File: src/rtl/mc_controller_if.sv
// ----------------------------------------------------------------------------
// mc_controller_if
// Bundle between the multi-cycle datapath and its control FSM.
//
//   Datapath -> controller:
//     Opcode[5:0]   IR[31:26]
//     Funct[5:0]    IR[5:0]
//     Zero          ALU equality flag, meaningful in EXEC
//     DMReady       data-memory completion handshake
//   Controller -> datapath:
//     PCWE, IRWE, RegWE, DMWE                          write strobes
//     IsBr, Jump, JType, RegA3Sel, SaveRA, ALUBSel     selects
//     DatatoReg[1:0], EXTCtrl[1:0], ALUCtrl[7:0]       selects / ALU op
//     State[2:0]                                       current FSM state
//     InstrDone                                        one-cycle retire pulse
//
// Modports: master = datapath side, slave = controller side.
// ----------------------------------------------------------------------------
interface mc_controller_if;
    logic [5:0] Opcode;
    logic [5:0] Funct;
    logic       Zero;
    logic       DMReady;

    logic       PCWE;
    logic       IRWE;
    logic       RegWE;
    logic       DMWE;
    logic       IsBr;
    logic       Jump;
    logic       JType;
    logic       RegA3Sel;
    logic       SaveRA;
    logic       ALUBSel;
    logic [1:0] DatatoReg;
    logic [1:0] EXTCtrl;
    logic [7:0] ALUCtrl;
    logic [2:0] State;
    logic       InstrDone;

    modport master (
        output Opcode, Funct, Zero, DMReady,
        input  PCWE, IRWE, RegWE, DMWE, IsBr, Jump, JType, RegA3Sel, SaveRA,
               ALUBSel, DatatoReg, EXTCtrl, ALUCtrl, State, InstrDone
    );

    modport slave (
        input  Opcode, Funct, Zero, DMReady,
        output PCWE, IRWE, RegWE, DMWE, IsBr, Jump, JType, RegA3Sel, SaveRA,
               ALUBSel, DatatoReg, EXTCtrl, ALUCtrl, State, InstrDone
    );
endinterface

File: src/rtl/mc_controller.sv
// ----------------------------------------------------------------------------
// mc_controller
// Multi-cycle MIPS-subset control unit (addu, subu, ori, lui, lw, sw, beq,
// j, jal, jr, nop; anything else behaves as nop).
// State sequence: FETCH -> DECODE -> [EXEC -> [MEM] -> [WB]] -> FETCH.
// All outputs are combinational from the state register and the current
// instruction fields; the state register is the only storage.
//
// Ports:
//   clk    in   sole clock, rising edge
//   reset  in   asynchronous, active-low; forces FETCH and zeroes all outputs
//   bus    slave modport of mc_controller_if (decode inputs, control outputs)
//
// Configuration:
//   MC_MEMWAIT_EN  defined   -> MEM waits for DMReady=1
//                  undefined -> DMReady ignored, MEM lasts exactly one cycle
// ----------------------------------------------------------------------------
module mc_controller (
    input  logic           clk,
    input  logic           reset,
    mc_controller_if.slave bus
);

    typedef enum logic [2:0] {
        FETCH  = 3'd0,
        DECODE = 3'd1,
        EXEC   = 3'd2,
        MEM    = 3'd3,
        WB     = 3'd4
    } state_e;

    localparam logic [7:0] ALU_NONE = 8'h00;
    localparam logic [7:0] ALU_ADD  = 8'h01;
    localparam logic [7:0] ALU_SUB  = 8'h02;
    localparam logic [7:0] ALU_OR   = 8'h04;
    localparam logic [7:0] ALU_LUI  = 8'h08;

    localparam logic [1:0] EXT_ZERO  = 2'd0;
    localparam logic [1:0] EXT_SIGN  = 2'd1;
    localparam logic [1:0] EXT_UPPER = 2'd2;

    // Kept as plain logic so an out-of-range code (5-7) is representable.
    logic [2:0] state_q;
    logic [2:0] state_d;

    logic is_addu, is_subu, is_jr, is_ori, is_lui, is_lw, is_sw, is_beq;
    logic is_j, is_jal, is_rtype, is_alu_wb, is_mem, is_jump;
    logic mem_ready;
    logic legal_state;

    assign is_addu   = (bus.Opcode == 6'h00) && (bus.Funct == 6'h21);
    assign is_subu   = (bus.Opcode == 6'h00) && (bus.Funct == 6'h23);
    assign is_jr     = (bus.Opcode == 6'h00) && (bus.Funct == 6'h08);
    assign is_ori    = (bus.Opcode == 6'h0D);
    assign is_lui    = (bus.Opcode == 6'h0F);
    assign is_lw     = (bus.Opcode == 6'h23);
    assign is_sw     = (bus.Opcode == 6'h2B);
    assign is_beq    = (bus.Opcode == 6'h04);
    assign is_j      = (bus.Opcode == 6'h02);
    assign is_jal    = (bus.Opcode == 6'h03);

    assign is_rtype  = is_addu | is_subu;
    assign is_alu_wb = is_rtype | is_ori | is_lui;
    assign is_mem    = is_lw | is_sw;
    assign is_jump   = is_j | is_jal | is_jr;

    assign legal_state = (state_q <= WB);

`ifdef MC_MEMWAIT_EN
    assign mem_ready = bus.DMReady;
`else
    // DMReady plays no part in this build; the sink only marks it as
    // intentionally unused.
    logic unused_dmready;
    assign unused_dmready = bus.DMReady;
    assign mem_ready      = 1'b1;
`endif

    always_ff @(posedge clk or negedge reset) begin
        if (!reset) begin
            state_q <= FETCH;
        end else begin
            state_q <= state_d;
        end
    end

    always_comb begin
        state_d = FETCH;
        case (state_q)
            FETCH:  state_d = DECODE;
            DECODE: state_d = (is_alu_wb | is_mem | is_beq) ? EXEC : FETCH;
            EXEC: begin
                if (is_mem)         state_d = MEM;
                else if (is_alu_wb) state_d = WB;
                else                state_d = FETCH;
            end
            MEM: begin
                if (!mem_ready)     state_d = MEM;
                else if (is_lw)     state_d = WB;
                else                state_d = FETCH;
            end
            WB:      state_d = FETCH;
            default: state_d = FETCH;
        endcase
    end

    always_comb begin
        bus.PCWE      = 1'b0;
        bus.IRWE      = 1'b0;
        bus.RegWE     = 1'b0;
        bus.DMWE      = 1'b0;
        bus.IsBr      = 1'b0;
        bus.Jump      = 1'b0;
        bus.JType     = 1'b0;
        bus.RegA3Sel  = 1'b0;
        bus.SaveRA    = 1'b0;
        bus.ALUBSel   = 1'b0;
        bus.DatatoReg = 2'd0;
        bus.EXTCtrl   = EXT_ZERO;
        bus.ALUCtrl   = ALU_NONE;
        bus.InstrDone = 1'b0;
        bus.State     = state_q;

        // Reset gating covers the combinational path too, so FETCH's
        // PCWE/IRWE cannot leak out while reset is held low.
        if (reset) begin
            // ALU/extender selects follow the instruction from DECODE to WB.
            if (legal_state && (state_q != FETCH)) begin
                if (is_addu | is_lw | is_sw) bus.ALUCtrl = ALU_ADD;
                else if (is_subu | is_beq)   bus.ALUCtrl = ALU_SUB;
                else if (is_ori)             bus.ALUCtrl = ALU_OR;
                else if (is_lui)             bus.ALUCtrl = ALU_LUI;

                if (is_lw | is_sw | is_beq)  bus.EXTCtrl = EXT_SIGN;
                else if (is_lui)             bus.EXTCtrl = EXT_UPPER;

                bus.ALUBSel = is_ori | is_lui | is_mem;
            end

            case (state_q)
                FETCH: begin
                    bus.IRWE = 1'b1;
                    bus.PCWE = 1'b1;
                end
                DECODE: begin
                    if (is_jump) begin
                        bus.PCWE = 1'b1;
                        bus.Jump = 1'b1;
                    end
                    bus.JType = is_jr;
                    if (is_jal) begin
                        bus.RegWE     = 1'b1;
                        bus.SaveRA    = 1'b1;
                        bus.DatatoReg = 2'd2;
                    end
                end
                EXEC: begin
                    if (is_beq) begin
                        bus.IsBr = 1'b1;
                        bus.PCWE = bus.Zero;
                    end
                end
                MEM: begin
                    // Held for the whole wait so the memory sees a stable request.
                    bus.DMWE = is_sw;
                end
                WB: begin
                    bus.RegWE     = 1'b1;
                    bus.RegA3Sel  = is_rtype;
                    bus.DatatoReg = is_lw ? 2'd1 : 2'd0;
                end
                default: ;
            endcase

            // Retire in the last state of an instruction; FETCH and the
            // illegal-code recovery never retire anything.
            bus.InstrDone = legal_state && (state_q != FETCH) && (state_d == FETCH);
        end
    end

endmodule

File: src/flat_wrapper.sv
// flat-port wrapper written by rule: the top's interface ports become plain ports
module mc_controller_flat 
  (clk, reset, bus_Opcode, bus_Funct, bus_Zero, bus_DMReady, bus_PCWE, bus_IRWE, bus_RegWE, bus_DMWE, bus_IsBr, bus_Jump, bus_JType, bus_RegA3Sel, bus_SaveRA, bus_ALUBSel, bus_DatatoReg, bus_EXTCtrl, bus_ALUCtrl, bus_State, bus_InstrDone);
  mc_controller_if bus_i ();
  input  logic clk;
  input  logic reset;
  input wire logic [$bits(bus_i.Opcode)-1:0] bus_Opcode;
  input wire logic [$bits(bus_i.Funct)-1:0] bus_Funct;
  input wire logic [$bits(bus_i.Zero)-1:0] bus_Zero;
  input wire logic [$bits(bus_i.DMReady)-1:0] bus_DMReady;
  output wire logic [$bits(bus_i.PCWE)-1:0] bus_PCWE;
  output wire logic [$bits(bus_i.IRWE)-1:0] bus_IRWE;
  output wire logic [$bits(bus_i.RegWE)-1:0] bus_RegWE;
  output wire logic [$bits(bus_i.DMWE)-1:0] bus_DMWE;
  output wire logic [$bits(bus_i.IsBr)-1:0] bus_IsBr;
  output wire logic [$bits(bus_i.Jump)-1:0] bus_Jump;
  output wire logic [$bits(bus_i.JType)-1:0] bus_JType;
  output wire logic [$bits(bus_i.RegA3Sel)-1:0] bus_RegA3Sel;
  output wire logic [$bits(bus_i.SaveRA)-1:0] bus_SaveRA;
  output wire logic [$bits(bus_i.ALUBSel)-1:0] bus_ALUBSel;
  output wire logic [$bits(bus_i.DatatoReg)-1:0] bus_DatatoReg;
  output wire logic [$bits(bus_i.EXTCtrl)-1:0] bus_EXTCtrl;
  output wire logic [$bits(bus_i.ALUCtrl)-1:0] bus_ALUCtrl;
  output wire logic [$bits(bus_i.State)-1:0] bus_State;
  output wire logic [$bits(bus_i.InstrDone)-1:0] bus_InstrDone;
  assign bus_i.Opcode = bus_Opcode;
  assign bus_i.Funct = bus_Funct;
  assign bus_i.Zero = bus_Zero;
  assign bus_i.DMReady = bus_DMReady;
  assign bus_PCWE = bus_i.PCWE;
  assign bus_IRWE = bus_i.IRWE;
  assign bus_RegWE = bus_i.RegWE;
  assign bus_DMWE = bus_i.DMWE;
  assign bus_IsBr = bus_i.IsBr;
  assign bus_Jump = bus_i.Jump;
  assign bus_JType = bus_i.JType;
  assign bus_RegA3Sel = bus_i.RegA3Sel;
  assign bus_SaveRA = bus_i.SaveRA;
  assign bus_ALUBSel = bus_i.ALUBSel;
  assign bus_DatatoReg = bus_i.DatatoReg;
  assign bus_EXTCtrl = bus_i.EXTCtrl;
  assign bus_ALUCtrl = bus_i.ALUCtrl;
  assign bus_State = bus_i.State;
  assign bus_InstrDone = bus_i.InstrDone;
  mc_controller u_core (.clk(clk), .reset(reset), .bus(bus_i));
endmodule
File: config.mk
export PLATFORM = sky130hd
export DESIGN_NAME = mc_controller_flat
export DESIGN_NICKNAME = d
export VERILOG_FILES = /design/src/rtl/mc_controller_if.sv /design/src/rtl/mc_controller.sv /design/src/flat_wrapper.sv
export SDC_FILE = /design/constraint.sdc
export NUM_CORES = 1
export LEC_CHECK = 0
export ABC_CLOCK_PERIOD_IN_PS = 1600
export CAP_MARGIN = 10
export CORE_ASPECT_RATIO = 0.7
export CORE_UTILIZATION = 30
export DETAILED_ROUTE_END_ITERATION = 7
export HOLD_SLACK_MARGIN = 0.02
export PLACE_DENSITY_LB_ADDON = 0.2
export SLEW_MARGIN = 20
export SYNTH_ARGS = -nofsm -noshare
export SYNTH_HDL_FRONTEND = slang
export SYNTH_SLANG_ARGS = --single-unit
File: constraint.sdc
create_clock -name clk -period 1.6 [get_ports clk]
set_input_delay 0.24 -clock clk [delete_from_list [all_inputs] [get_ports clk]]
set_output_delay 0.24 -clock clk [all_outputs]
set_load 0.01 [all_outputs]
* Yosys cells after proc, flatten, opt, wreduce, memory -nomap -nowiden
Index checks and enable logic that the tools add are counted.
Storage, ports and cells: bits in read-only memories 0, memories kept 0, output and inout port bits 26, memory bits (writable) 0, word-level logic and storage cells 83, latch bits 0, register bits 3
Operators by class: shifts and indexed selects 0, eq/ne operators 14, magnitude comparators 1, $mul 0, $add $sub $neg 0, bitwise gates (word level) 14, reductions and logical operators 9, muxes and demuxes 44, divide/modulo/power cells 0
Operators by type and width (count):
- $mux W8 | 5
- $eq A6 B6 Y1 const B | 4
- $mux W1 | 24
- $eq A6 B4 Y1 const B | 3
- $mux W2 | 7
- $or A1 B1 Y1 | 14
- $eq A6 B2 Y1 const B | 2
- $pmux W3 S4 | 1
- $mux W3 | 3
- $eq A3 B2 Y1 const B | 2
- $eq A6 B3 Y1 const B | 1
- $logic_not A3 Y1 | 2
- $logic_not A6 Y1 | 1
- $logic_and A1 B1 Y1 | 5
- $mux W4 | 1
- $pmux W2 S2 | 1
- $eq A3 B1 Y1 const B | 1
- $eq A3 B3 Y1 const B | 1
- $le A3 B3 Y1 const B | 1
- $pmux W1 S3 | 1
- $reduce_bool A3 Y1 | 1
- $pmux W1 S2 | 1

* Longest topological paths before layout
Gate-level depths: netlist (run 1).
depth in word-level cells 12, depth in mapped cells 7

* Worst setup path after synthesis (run 1)
No wires, ideal clock.
path type flip-flop to output port, from register u_core.state_q[0] (netlist: u_core.bus.State[0]), to output bus_InstrDone, data required time 1.360 ns, stages on the path, launching flop included 8, arrival 1.653 ns, buffers on the path 1, setup slack -0.293 ns, path through dfrtp_1 buf_2 nor2_1 ha_1 nand2_1 nor2_1 o31ai_1 nor4_1
Between the ends: word-level cells in the longest chain between the ends 5
Ends and longest elaborated chain:
- start: declaration | line mc_controller.sv:43 | logic [2:0] state_q;
- start signal: assignment | line mc_controller.sv:83 | state_q <= state_d;
- $eq A3 B2 Y1 (tied with other cells) | line mc_controller.sv:89 | case (state_q)
- $pmux W3 S4 | line mc_controller.sv:89
- $logic_not A3 Y1 | line mc_controller.sv:177 | bus.InstrDone = legal_state && (state_q != FETCH) && (state_d == FETCH);
- $logic_and A1 B1 Y1 * | line mc_controller.sv:177
- $mux W1 * | line mc_controller.sv:126 | if (reset) begin
- end: declaration | line flat_wrapper.sv:25 | output wire logic [$bits(bus_i.InstrDone)-1:0] bus_InstrDone;
Every way passes the cells marked *; elsewhere a longest branch is shown, timed or not.

* Worst setup path after layout (run 1)
from register u_core.state_q[2] (netlist: u_core.bus.State[2]), to output bus_DatatoReg[0]
Between the ends: word-level cells in the longest chain between the ends 3
Ends and longest elaborated chain:
- $eq A3 B3 Y1 / $eq A3 B1 Y1 (equally long branches) | line mc_controller.sv:140 | case (state_q)
- $pmux W2 S2 * | line mc_controller.sv:140
- $mux W2 * | line mc_controller.sv:126
- end: declaration | line flat_wrapper.sv:21 | output wire logic [$bits(bus_i.DatatoReg)-1:0] bus_DatatoReg;
Marks and branches as above.

==> metrics list, run 1 <==
* Run status: finished with violations
- The checks that failed: setup timing.
- Number of clock sinks seen by CTS: 3
- Total internal power: 581.1 uW
* Number of hold violations in the final report: 0
* Final core occ: 0.8274
* Biggest fanout along the worst timing path: 3
* DRC violations left: 0
* Cell type contributing the most total cell area after synthesis: sky130_fd_sc_hd__dfrtp_1
* Slack of the worst reg-to-reg path: 0.30 ns
- Number of flip-flops and latches in the synthesized netlist: 3
* Maximum number of pins on one net before global-route repair: 7
- Row generation in the floorplan step produced 12 rows.
- Area overhead of the layout relative to synthesis: 141.7%
- Dividing total power by cell area gives a power density of 699.3 nW/um2.
- Endpoint arrival time on the critical path: 1.69 ns
- The via count of the first global-routing pass was 915.
* Number of distinct library cells after synthesis: 34
- Required time reported for the critical path endpoint: 1.36 ns
- The share of total power dissipated in the clock network is 0.140.
* Filler cell count in the final layout: 108
* Netlist Area Pre-Place: 575.6 um2
- Category of the worst setup path capture point: output pin
* Total wire length after detailed routing: 2.841 mm
- After synthesis, the mean cell area works out to 7.106 um2.
- Predominant post-synthesis flop cell: sky130_fd_sc_hd__dfrtp_1
* Largest cells by area after synthesis: sky130_fd_sc_hd__dfrtp_1, sky130_fd_sc_hd__nor2_1, sky130_fd_sc_hd__nor3_1
- The first TritonRoute pass finished after 4 iterations.
- Setup repair after global routing could not meet its margin everywhere.
* Source-to-sink clock delay at the later pin of the worst-skew pair: 0.24 ns
- Share of cells above drive strength 1: 0.6707
- Of the total power, combinational logic draws 0.736.
- Kind of critical path: reg -> out
- I/O Buffers: 36
- LEAKAGE: 0.0006979 uW
- Most frequent cells after synthesis: sky130_fd_sc_hd__nor2_1, sky130_fd_sc_hd__nand2_1, sky130_fd_sc_hd__nor3_1
- Sequential cell area fraction in the yosys report: 0.1304
* WL per Instance: 15.36 um
* Top-level I/O count: 42
- Critical Path Start Type: flop
- Weighted congestion reported at the end of routability-driven placement: 0.7588
- In this run the deepest clock path goes through 2 buffers.
* TritonCTS clock tree: built
* Number of warnings issued by yosys: 0
- Summed over all nets, the switching power comes to 391.9 uW.
- Setup slack on the critical path of the routed design comes to -0.3315 ns.
- For this configuration, the core starts out at a cell density of 0.3423.
* Hold buffer count at CTS: 0
- Net count reported at finish: 183
- Antenna violation net count after detailed routing: 0
- Register clock-pin slew on the reported worst setup and hold paths: 0.04 ns
- Sequential power share: 0.124
- The die is 54.35 um wide.
* TritonCTS buffer count: 3
- Antenna diode instance count: 0
- Peak VDD IR: 887.6 uV
- Setup violations remaining at the end of the flow were counted as 18.
* Final period utilization: 1.207
* Max-Cap Viols: 0
* Switching share of power: 0.4028
* Placeable core area: 1682 um2
- The number of max-slew violations in the final report is 0.
- Post-Syn Instances: 81
- For this run, asynchronously set or reset flops after synthesis account for 1.000.
- H-Tree Depth: 1
- Worst Clk Skew: 0.005711 ns
* Number of DRC markers after the initial detailed-route iteration: 42
- Congestion Overflow GR: 0
- Total die area: 2100 um2
- Counting flops with a built-in enable in the synthesized netlist gives 0.
- After legalization and detailed placement, the total HPWL measured 1.752 mm.
- Based on the critical path, the design can be clocked at up to 0.5177 GHz.
* Overall fraction of global-route tracks in use: 0.2848
* Area share of the largest cell type after synthesis: 0.1304
- For the finished layout, the period the worst path requires is 1.932 ns.
* Height of the die: 38.65 um
* Top-count cell post-synth: sky130_fd_sc_hd__nor2_1
- Detailed routing inserted a total of 947 vias.
- Cell chosen for the clock root: sky130_fd_sc_hd__clkbuf_4
* Class of the most critical hold timing path: in -> async
- Across all hold checks on the routed design, the worst slack comes to 0.2449 ns.
* Vias per cell: 5.119
- The first global-routing pass estimated 4.126 mm of wire.
- The number of antenna violations at the first check in global routing is 0.
* Flip-flop count of the largest register after layout: 3
- Setup TNS after final layout: -4.330 ns
==> layer usage <==
metal  GRT usage  wire length (um)
met5           0                 0
met4     0.09615                19
met3     0.04706               182
met2      0.5305              1363
met1      0.3264              1276
==> placed cells by master (no fill, tap or decap), drive strengths merged, types with 2 or more instances in the layout <==
cell type and count:
nor2 13, nor3 9, or3 3, conb 4, clkbuf 5, dlymetal6s2s 2, o21ai 2, and3b 3
dlygate4sd2 8, dfrtp 3, nand4 4, inv 4, ha 2, nor3b 2, buf 66, nand2 8
clkdlybuf4s15 4, and2 2, o31ai 3, a21oi 4
==> kinds of logic (layout without fill, tap and decap cells) <==
logic type               count (synthesis)  in the layout  share of synthesized area
AND/OR/NAND/NOR                         50             50                     0.4957
AO/OA/AOI/OAI                           14             14                     0.2022
buffers and inverters                   10             90                     0.1065
flip-flops                               3              3                     0.1304
adder cells (fa/ha/maj)                  2              2                    0.04347
other                                    1              4                   0.006515
XOR/XNOR                                 1              1                    0.01522
==> area by class of cell <==
cell class / count / area (um2) / share of cell area
Timing Repair Buffer: 82 / 651.9 / 0.4685
Clock buffer: 4 / 26.28 / 0.01888
Sequential cell: 3 / 76.32 / 0.05486
Inverter: 4 / 15.01 / 0.01079
Tap cell: 21 / 26.28 / 0.01888
Multi-Input combinational cell: 71 / 595.6 / 0.4281
==> power groups by stage <==
stage	sequential (uW)	combinational, uW	clock (uW)
2_1_floorplan	115	300	0
3_3_place_gp	113	532	0
6_report	120	717	136
4_1_cts	117	657	135
5_1_grt	122	761	154
3_5_place_dp	114	549	0
==> path summary, 6_finish.rpt <==
path / depth (start not counted) / start / to
max: 7 / u_core.bus.State[2] / bus_DatatoReg[0]
min: 2 / reset / u_core.bus.State[1]
max reg2reg: 4 / u_core.bus.State[0] / u_core.bus.State[2]
min reg2reg: 2 / u_core.bus.State[0] / u_core.bus.State[0]
max in group asynchronous: 2 / reset / u_core.bus.State[0]
min in group clk: 5 / bus_Opcode[3] / u_core.bus.State[2]
==> stage by stage <==
stage	cell area [um2]	cells	worst slack, ns	power (uW)
after floorplan	644.4	84	-0.04534	414.5
after global placement	1189	163	-0.8666	645.2
after detailed placement	1189	163	-0.8936	663.6
after CTS	1350	183	-0.3012	908.9
after global routing	1391	185	-0.4028	1037
final	1391	185	-0.3315	973.0
==> timing repair <==
action / 4_1_cts / 5_1_grt
pin swaps: 20 / 0
endpoints found under the setup margin: 20 / 21
gates resized for setup: 125 / 16
buffers inserted: 16 / 2
gates cloned: 0 / 0
==> worst max-delay path, stage by stage (launching register included) <==
cell	delay, ns
sky130_fd_sc_hd__dfrtp_1	0.37
sky130_fd_sc_hd__buf_6	0.13
sky130_fd_sc_hd__buf_6	0.09
sky130_fd_sc_hd__ha_1	0.15
sky130_fd_sc_hd__nand2_1	0.08
sky130_fd_sc_hd__or3_4	0.36
sky130_fd_sc_hd__nor3_2	0.12
sky130_fd_sc_hd__buf_2	0.16
(Power assumes the default switching activity.)
==> inputs of run 2 (changes only) <==
--- a/config.mk
+++ b/config.mk
@@ -9,6 +9,7 @@
 export CAP_MARGIN = 10
 export CORE_ASPECT_RATIO = 0.7
 export CORE_UTILIZATION = 30
+export CTS_BUF_LIST = sky130_fd_sc_hd__clkbuf_16
 export DETAILED_ROUTE_END_ITERATION = 7
 export HOLD_SLACK_MARGIN = 0.02
 export PLACE_DENSITY_LB_ADDON = 0.2
==> run 2 against run 1 <==
Total power rose by 25%. The flow still finishes with violations (setup timing). Clock-buffer cell count fell by 1. Utilization rose by 3.3 points. Non-clock buffer count fell by 3. Largest power group unchanged.
==> metrics list, run 2 (same netlist as run 1, synthesis figures left out) <==
* Critical Path Stages: 8
- Data on the critical path is required at its endpoint by 1.36 ns.
* WL per Instance: 16.52 um
- Number of endpoints failing setup at the final stage: 18
- Placed wire-length estimate after detailed placement: 1.752 mm
* Vias per cell: 5.176
- The worst-case IR drop observed on VDD is 1382 uV.
- Die X-Extent: 54.35 um
- At the later pin of the worst-skew pair, clock insertion delay measures 0.22 ns.
- Most frequent cells in the layout: sky130_fd_sc_hd__buf_4, sky130_fd_sc_hd__buf_2, sky130_fd_sc_hd__buf_6
- The first routing iteration left 24 violations.
* DRC violations left: 0
- The critical path goes through nor2_4 -> ha_4 -> nand2_4 -> nor3_4 -> nand4_1 -> buf_4 -> nor2_2 -> buf_2.
- The floorplan has 12 rows.
* Via Count: 942
- Max-Cap Viols: 0
- TritonCTS built the clock tree.
- Crit path max-delay cell type: sky130_fd_sc_hd__dfrtp_2
* Filler cell count in the final layout: 90
- The detail route stage leaves a number of antenna-violating nets equal to 0.
- Area overhead of the layout relative to synthesis: 151.3%
- The number of antenna violations at the first check in global routing is 0.
- The path class of the tightest hold or removal check is in -> async.
* Register clock-pin slew on the reported worst setup and hold paths: 0.03 ns
- Counting along the longest clock path gives a buffer depth of 2.
- Leaving out fill and tap cells, the most frequent cell in the layout is sky130_fd_sc_hd__buf_4.
* TritonCTS buffer count: 3
- After clock tree synthesis, the flow added hold-fix buffers numbering 0.
- The analysis attributes to net switching a power of 419.9 uW.
- Total internal power: 794.2 uW
- Among cell families on the critical path, the largest total delay comes from simple AND/OR/NAND/NOR gates.
- The first global-routing pass estimated 4.153 mm of wire.
* Endpoint arrival time on the critical path: 1.77 ns
- Sequential power share: 0.097
* Placeable core area: 1682 um2
* Power density normalized to cell area: 839.4 nW/um2
- I/O Buffers: 36
- Total die area: 2100 um2
- Final worst setup slack: -0.4136 ns
* Number of clock sinks seen by CTS: 3
* Clock group share of total power: 0.322
- In this run the number of H-tree levels came out at 1.
- In the final layout, the share of cells above drive strength 1 is 0.6646.
* Final period utilization: 1.259
* Maximum operating frequency: 0.4966 GHz
* Crit path buffers/inverters: 2
- Congestion Overflow GR: 0
- The via count of the first global-routing pass is 921.
- Final core occ: 0.8601
- The run finished, with violations left.
* Cell chosen for the clock root: sky130_fd_sc_hd__clkbuf_16
- The worst register-to-register path has a setup slack of 0.18 ns.
- Worst Clk Skew: 0.005846 ns
* FF-to-FF path depth: 5
- Kind of critical path: reg -> out
* Starting density of the core: 0.3423
* Min Clock Period, post-route: 2.014 ns
- Summed over all cells, the static leakage comes to 0.0007001 uW.
- Antenna diode instance count: 0
- Setup repair after global routing could not meet its margin everywhere.
* Final hold slack: 0.2701 ns
* Critical Path Start Type: flop
* Gate power share: 0.581
- For this run, the post-layout net count is 180.
- The hold violation count in the final report came to 0.
- Of the total power, the share spent switching nets is 0.3459.
* Overall fraction of global-route tracks in use: 0.2944
- STA classifies the critical path endpoint as an output pin.
- After detailed routing, the total wire length is 3.007 mm.
* Violated checks: setup timing
* Biggest fanout along the worst timing path: 4
- Entering global routing, the biggest net connects 7 pins.
- Before antenna repair, the detailed router went through 4 iterations.
- The number of max-slew violations in the final report came to 0.
- Measured along the y axis, the die boundary spans 38.65 um.
- Weighted congestion reported at the end of routability-driven placement: 0.7588
- For this run, the slowest stage of the critical path takes 0.40 ns.
- The register with the most flip-flops in the layout has 3 of them.
- In this run the count of I/O pins placed on the die edge is 42.
* Setup TNS after final layout: -3.651 ns
[run 2: changes by cell type in the layout (fill, tap and decap cells not counted), moves of 2 or more]
cell | previous run | this run
sky130_fd_sc_hd__dlygate4sd2_1 | 8 | 5
sky130_fd_sc_hd__nor2_4 | 2 | 4
sky130_fd_sc_hd__clkdlybuf4s15_1 | 2 | 5
sky130_fd_sc_hd__clkbuf_16 | 0 | 3
sky130_fd_sc_hd__clkbuf_4 | 3 | 0
sky130_fd_sc_hd__nor2_2 | 6 | 4
sky130_fd_sc_hd__buf_2 | 18 | 14
[run 2: timing repair]
item,4_1_cts,5_1_grt
setup buffers,12,4
pin swaps,23,7
resized for setup,129,20
endpoints found under the setup margin,20,19
[run 2: metal layers]
metal  wire length [um]  up-vias  GRT usage
li1                   -      447          -
met1               1248      440     0.3326
met2               1488       52     0.5152
met3                251        3    0.07059
met4                 19        0     0.1474
met5                  0        -          0
[run 2: power groups by stage]
stage	Clock, uW	Sequential (uW)	Combinational (uW)
after floorplan	0	115	300
after global placement	0	113	532
after detailed placement	0	114	549
after CTS	396	119	622
after global routing	409	121	743
final	391	118	705
[run 2: worst register-to-register path, stage by stage, from the launching register on]
cell and delay, ns:
sky130_fd_sc_hd__dfrtp_2 0.43, sky130_fd_sc_hd__buf_4 0.15, sky130_fd_sc_hd__buf_6 0.12, sky130_fd_sc_hd__a21o_1 0.16, sky130_fd_sc_hd__a221oi_2 0.34, sky130_fd_sc_hd__buf_4 0.17
[run 2: cell type report]
class,instances,area [um2],area share
well taps,21,26.28,0.01817
inverters,4,15.01,0.01038
multi-input cells,71,610.6,0.4221
clock inverters,1,3.754,0.002595
flip-flops and latches,3,77.57,0.05363
repair buffers,79,638.1,0.4412
clock buffers,3,75.07,0.05190
[run 2: final timing paths]
path,startpoint,end
max,u_core.bus.State[0],bus_ALUCtrl[2]
min,reset,u_core.bus.State[1]
max reg2reg,u_core.bus.State[0],u_core.bus.State[2]
min reg2reg,u_core.bus.State[0],u_core.bus.State[0]
max in group asynchronous,reset,u_core.bus.State[0]
min in group clk,bus_Opcode[2],u_core.bus.State[1]
[run 2: per-stage QoR]
stage | total power (uW) | worst slack, ns | instances | cell area, um2
2_1_floorplan | 414.5 | -0.04534 | 84 | 644.4
3_3_place_gp | 645.2 | -0.8666 | 163 | 1189
3_5_place_dp | 663.6 | -0.8936 | 163 | 1189
4_1_cts | 1137 | -0.3156 | 179 | 1373
5_1_grt | 1273 | -0.5243 | 182 | 1446
6_report | 1214 | -0.4136 | 182 | 1446
==> inputs of run 3 (changes only) <==
--- a/config.mk
+++ b/config.mk
@@ -13,7 +13,6 @@
 export DETAILED_ROUTE_END_ITERATION = 7
 export HOLD_SLACK_MARGIN = 0.02
 export PLACE_DENSITY_LB_ADDON = 0.2
-export SLEW_MARGIN = 20
 export SYNTH_ARGS = -nofsm -noshare
 export SYNTH_HDL_FRONTEND = slang
 export SYNTH_SLANG_ARGS = --single-unit
==> results of run 3 <==
The final DEF is identical to that of run 2; final timing and power are the same.
